===== config.mk =====
export PLATFORM = sky130hd
export DESIGN_NAME = ipsxe_floating_point_z_group1_prod_gen_v1_0
export DESIGN_NICKNAME = d
export VERILOG_FILES = /design/src/rtl/ipsxe_floating_point_z_group1_prod_gen_v1_0_pkg.sv /design/src/rtl/ipsxe_floating_point_z_group1_prod_gen_v1_0_partial_mac.sv /design/src/rtl/ipsxe_floating_point_z_group1_prod_gen_v1_0.sv
export SDC_FILE = /design/constraint.sdc
export NUM_CORES = 1
export LEC_CHECK = 0
export CORE_AREA = 2 2 212 214
export CTS_BUF_LIST = sky130_fd_sc_hd__clkbuf_8
export DETAILED_ROUTE_END_ITERATION = 7
export DIE_AREA = 0 0 214 216
export HOLD_SLACK_MARGIN = 0.12
export MAX_ROUTING_LAYER = met4
export PLACE_DENSITY = 0.83
export SETUP_SLACK_MARGIN = 0.05
export SYNTH_ARGS = -nofsm -noshare
export SYNTH_HDL_FRONTEND = slang
export SYNTH_SLANG_ARGS = --single-unit

===== constraint.sdc =====
create_clock -name i_clk -period 24.5 [get_ports i_clk]
set_input_delay 2.45 -clock i_clk [delete_from_list [all_inputs] [get_ports i_clk]]
set_output_delay 2.45 -clock i_clk [all_outputs]
set_load 0.005 [all_outputs]

===== src/rtl/ipsxe_floating_point_z_group1_prod_gen_v1_0_pkg.sv =====
// Shared widths, constants and state encoding for the z * group1 product generator.
package ipsxe_floating_point_z_group1_prod_gen_v1_0_pkg;

    localparam int DLT_ZEROS = 17;

    typedef enum logic [1:0] {
        IDLE = 2'd0,
        RUN  = 2'd1,
        DONE = 2'd2
    } state_t;

    function automatic int calc_zw(input int man_width, input int rne, input int rne1);
        return ((man_width + 1) + rne + rne1) / 2;
    endfunction

    function automatic int calc_ow(input int zw, input int rne2);
        return zw + rne2 - DLT_ZEROS;
    endfunction

    function automatic int calc_n(input int rne2, input int k);
        return rne2 / k;
    endfunction

endpackage


===== src/rtl/ipsxe_floating_point_z_group1_prod_gen_v1_0_partial_mac.sv =====
// Purpose: one ZW x K partial product, shifted to its digit position and added to the accumulator.
// Latency: combinational.
// Backpressure: none; the caller decides when acc_out is captured.
module ipsxe_floating_point_partial_mac_v1_0 #(
    parameter int ZW = 52,
    parameter int K  = 4,
    parameter int AW = 96,
    parameter int CW = 4
) (
    input  logic [AW-1:0] acc_in,
    input  logic [ZW-1:0] a,
    input  logic [K-1:0]  digit,
    input  logic [CW-1:0] cnt,
    output logic [AW-1:0] acc_out
);

    logic [ZW+K-1:0] pp;
    logic [AW-1:0]   pp_shifted;

    always_comb begin
        pp         = {{K{1'b0}}, a} * {{ZW{1'b0}}, digit};
        pp_shifted = AW'(pp) << (K * 32'(cnt));
        acc_out    = acc_in + pp_shifted;
    end

endmodule


===== src/rtl/ipsxe_floating_point_z_group1_prod_gen_v1_0.sv =====
// Purpose: iterative z * group1 multiplier, K bits per cycle, top 17 product bits dropped and checked.
// Latency: o_valid rises N edges after the accept edge; issue period N+2.
// Backpressure: result held in DONE until i_ready; o_ready low outside IDLE.
module ipsxe_floating_point_z_group1_prod_gen_v1_0
    import ipsxe_floating_point_z_group1_prod_gen_v1_0_pkg::*;
#(
    parameter int MAN_WIDTH = 52,
    parameter int RNE       = 2,
    parameter int RNE1      = 49,
    parameter int RNE2      = 44,
    parameter int K         = 4,
    localparam int ZW       = calc_zw(MAN_WIDTH, RNE, RNE1),
    localparam int OW       = calc_ow(ZW, RNE2)
) (
    input  logic          i_clk,
    input  logic          i_rst,
    input  logic          i_valid,
    output logic          o_ready,
    input  logic [ZW-1:0] i_z,
    input  logic [RNE2-1:0] i_group1,
    output logic          o_valid,
    input  logic          i_ready,
    output logic [OW-1:0] o_z_group1_rne2_dlt17zeros,
    output logic          o_dlt_err
);

    localparam int N  = calc_n(RNE2, K);
    localparam int AW = ZW + RNE2;
    localparam int CW = (N > 1) ? $clog2(N) : 1;
    localparam logic [CW-1:0] CNT_LAST = CW'(N - 1);

    if (RNE2 % K != 0) begin : g_bad_k
        $error("RNE2 must be a multiple of K");
    end

    state_t          state_q, state_d;
    logic [ZW-1:0]   a_reg;
    logic [RNE2-1:0] b_reg;
    logic [AW-1:0]   acc;
    logic [AW-1:0]   acc_nxt;
    logic [CW-1:0]   cnt;
    logic [OW-1:0]   out_q;
    logic            err_q;

    ipsxe_floating_point_partial_mac_v1_0 #(
        .ZW (ZW),
        .K  (K),
        .AW (AW),
        .CW (CW)
    ) u_partial_mac (
        .acc_in  (acc),
        .a       (a_reg),
        .digit   (b_reg[K-1:0]),
        .cnt     (cnt),
        .acc_out (acc_nxt)
    );

    always_ff @(posedge i_clk or posedge i_rst) begin
        if (i_rst) begin
            state_q <= IDLE;
        end else begin
            state_q <= state_d;
        end
    end

    always_comb begin
        state_d = state_q;
        case (state_q)
            IDLE:    if (i_valid)         state_d = RUN;
            RUN:     if (cnt == CNT_LAST) state_d = DONE;
            DONE:    if (i_ready)         state_d = IDLE;
            default:                      state_d = IDLE;
        endcase
    end

    always_ff @(posedge i_clk or posedge i_rst) begin
        if (i_rst) begin
            a_reg <= '0;
            b_reg <= '0;
            acc   <= '0;
            cnt   <= '0;
            out_q <= '0;
            err_q <= 1'b0;
        end else begin
            case (state_q)
                IDLE: begin
                    if (i_valid) begin
                        a_reg <= i_z;
                        b_reg <= i_group1;
                        acc   <= '0;
                        cnt   <= '0;
                    end
                end
                RUN: begin
                    acc   <= acc_nxt;
                    b_reg <= b_reg >> K;
                    cnt   <= cnt + CW'(1);
                    // Final digit: publish the result the same edge DONE is entered.
                    if (cnt == CNT_LAST) begin
                        out_q <= acc_nxt[OW-1:0];
                        err_q <= |acc_nxt[AW-1:OW];
                    end
                end
                default: ;
            endcase
        end
    end

    assign o_ready                    = (state_q == IDLE);
    assign o_valid                    = (state_q == DONE);
    assign o_z_group1_rne2_dlt17zeros = out_q;
    assign o_dlt_err                  = err_q;

endmodule


==> summary.md <==
| Metric | Value |
|---|---|
| Number of global-route vias before repair | 24600 |
| Max Root-Sink Buffers | 3 |
| RSZ-0062 raised after global routing | false |
| Setup slack at placement | approximately 15000 ps |
| 1st-iter DRT viols | roughly 2500 |
| Fraction of layout cells with a size suffix above 1 | around 4.8% |
| Final ANT Viol Nets | 0 |
| First-pass GRT wire length | 132 mm |
| GRT overflow | 0 |
| Die area | 0.0462 sq mm |
| Top cell family by delay on the critical path | compound AO/OA/AOI/OAI gates |
| Post-Syn Nets | ~3900 |
| Post-CTS Hold Fix Bufs | 0 |
| Core ar. | roughly 0.044 sq mm |
| Number of enable flip-flop cells after synthesis | 0 |
| Final Max Slew Viols | 0 |
| Placed Area | 0.0289 sq mm |
| Final hold viol count | 0 |
| Synth Cell Area | ~0.027 sq mm |
| Die Y | 216 um |
| DR vias | 25800 |
| # resized after CTS | 0 |
| Largest net degree at the start of global routing | roughly 140 |
| Max-Cap Viols | 0 |
| Final setup viols | 0 |
| Slew HR | about 22% |
| Status | finished clean |
| Worst EP arrival | 9930 ps |
| Synthesis Warnings | 0 |
| Slowest cell delay on critical path | 710 ps |
| WL/cell | 19.4 um |
| Postcts setup bufs | 0 |
| CP required | 25040 ps |
| TritonCTS clock tree | yes |
| Crit Path Class | flip-flop to flip-flop |
| Starting Density | 61.5% |
| P&R area growth vs syn | 11.1% |
| H-tree Lvls | 2 |
| Startpoint Class | flip-flop |
| Skew final | roughly 60 ps |
| WP buf/inv | 3 |
| Final HPWL DP | roughly 63 mm |
| Top cell type's share of synthesized area | 25.8% |
| Initial antenna violation count | 0 |
| Row count | 77 |
| Hold slack | 477 ps |
| Final period utilization | 38.3% |
| Antenna cells | 0 |
| Most common cell after layout, fill and taps aside | nand2_1 |
| Clock Sinks | 278 |
| Commonest cells after routing, fill and taps aside | 606 x nand2_1, 296 x o21ai_0, 280 x inv_1 |
| Min-Delay Path Class | flip-flop to flip-flop |
| Fin crit period | 9390 ps |
| Vias per Instance | 6.15 |
| Die X | 214 um |
| Routability cong. | roughly 1.0 |
| # fillers | approximately 3800 |
| Primary FF master, synth | dfrtp_1 |
| Fmax achieved | 106 MHz |
| Yosys cell types | 90 |
| Worst slew pin tran | roughly 1200 ps |
| Synthesized area per cell | between 7 and 8 sq um |
| CP max FO | 53 |
| Largest register FFs | 96 |
| Worst Slack Setup Final | 15110 ps |
| NumNets Final | 3935 |
| Flops & latches, synth | 278 |
| Number of CTS-inserted buffers | 49 |
| Crit path capture type | flip-flop |
| Port Buffers | 181 |
| Cell area after layout | about 0.03 sq mm |
| Clk pin slew, worst setup/hold paths | 60 ps |
| Slowest CP cell | a2111oi_0 |
| Root buffer cell | clkbuf_8 |
| DRC Markers | 0 |
| Final WL | around 82 mm |
| Worst-Skew Late Latency | 670 ps |
| Largest area contributor in the netlist | dfrtp_1 |
| Asr flop ratio synth | 100% |
| GR Util All Layers | a little over a third |
| TritonRoute pass-1 iters | 6 |
| Setup TNS | 0 ps |
| Syn Inst Count | 3532 |
| Sequential share of the synthesized area | 25.8% |
| Synth area leaders | dfrtp_1 26%, nand2_1 8.5%, fa_1 7.5%, ha_1 7.3%, o21ai_0 5.5% |
| # IOs | 182 |
-- worst reg2reg max path, delay by kind of cell (launching register included) --
kind	cells	cell delay, ps
compound gates	10	3320
xor+xnor	1	190
fa+ha+maj	4	1860
buf+inv	3	370
flops	1	360
mux	2	600
simple gates	11	2630
-- cells in the mapped netlist (5+ instances only) --
cell	n
a211oi_1	18
a21boi_0	13
a21boi_1	5
a21o_1	61
a21oi_1	255
a221o_1	5
a221oi_1	11
a22oi_1	11
a31oi_1	63
and2_1	169
and3_1	20
and4_1	7
buf_1	11
buf_2	20
clkbuf_1	175
dfrtp_1	278
fa_1	101
ha_1	157
inv_1	270
mux2_2	15
mux2i_1	50
mux4_2	6
nand2_1	607
nand2b_1	14
nand3_1	126
nand4_1	59
nor2_1	232
nor2b_1	10
nor3_1	33
nor4_1	10
o2111ai_1	5
o211ai_1	30
o21a_1	19
o21ai_0	296
o21ai_1	22
o21bai_1	48
o221ai_1	5
o22ai_1	28
o2bb2ai_1	10
o31ai_1	19
or2_2	6
or3_1	10
xnor2_1	85
xor2_1	52
-- through the flow --
stage / util [%] / cells
after floorplan: - / 3532
after global placement: 65.9 / 4118
after detailed placement: 65.9 / 4118
after CTS: 68.3 / 4202
after global routing: 68.3 / 4202
final: 68.3 / 4202
-- cells by family after synthesis --
kind of cell / share of synthesized area (%)
simple gates: 22.5
mux: 2.98
fa+ha+maj: 14.8
flops: 25.8
buf+inv: 6.88
xor+xnor: 4.45
compound gates: 22.6
-- routing by layer --
metal | global-route usage, % | vias to the layer above | part of all wire, %
met3 | 5.07 | 211 | 7.0
met4 | 13.6 | 0 | 4.0
met5 | - | - | 0
li1 | - | 12300 | -
met2 | 56.5 | 1094 | 46
met1 | 48.0 | 12300 | 43
-- worst paths after layout --
| check | from | endpoint | slack [ps] | cells past startpoint |
|---|---|---|---|---|
| min reg2reg | o_z_group1_rne2_dlt17zeros[38] | o_z_group1_rne2_dlt17zeros[38] | 480 | 2 |
| min | o_z_group1_rne2_dlt17zeros[38] | o_z_group1_rne2_dlt17zeros[38] | 480 | 2 |
| max | b_reg[3] | o_dlt_err | 15110 | 31 |
| max in group asynchronous | i_rst | a_reg[46] | 20810 | 3 |
| min in group asynchronous | i_rst | acc[4] | 2270 | 2 |
| max reg2reg | b_reg[3] | o_dlt_err | 15110 | 31 |
-- layout make-up --
type | instances | area [sq um] | share of cell area [%]
Clock inverter | 24 | 216 | 0.723
Inverter | 272 | 1030 | 3.44
Tap cell | 592 | 741 | 2.47
Timing Repair Buffer | 205 | 1990 | 6.65
Multi-Input combinational cell | 2771 | 18200 | 60.7
Sequential cell | 278 | 6960 | 23.3
Clock buffer | 60 | 826 | 2.76
Power is left out: the tool's default activity adds up to more than one toggle a clock period on the data nets, which glitch-free logic cannot reach.
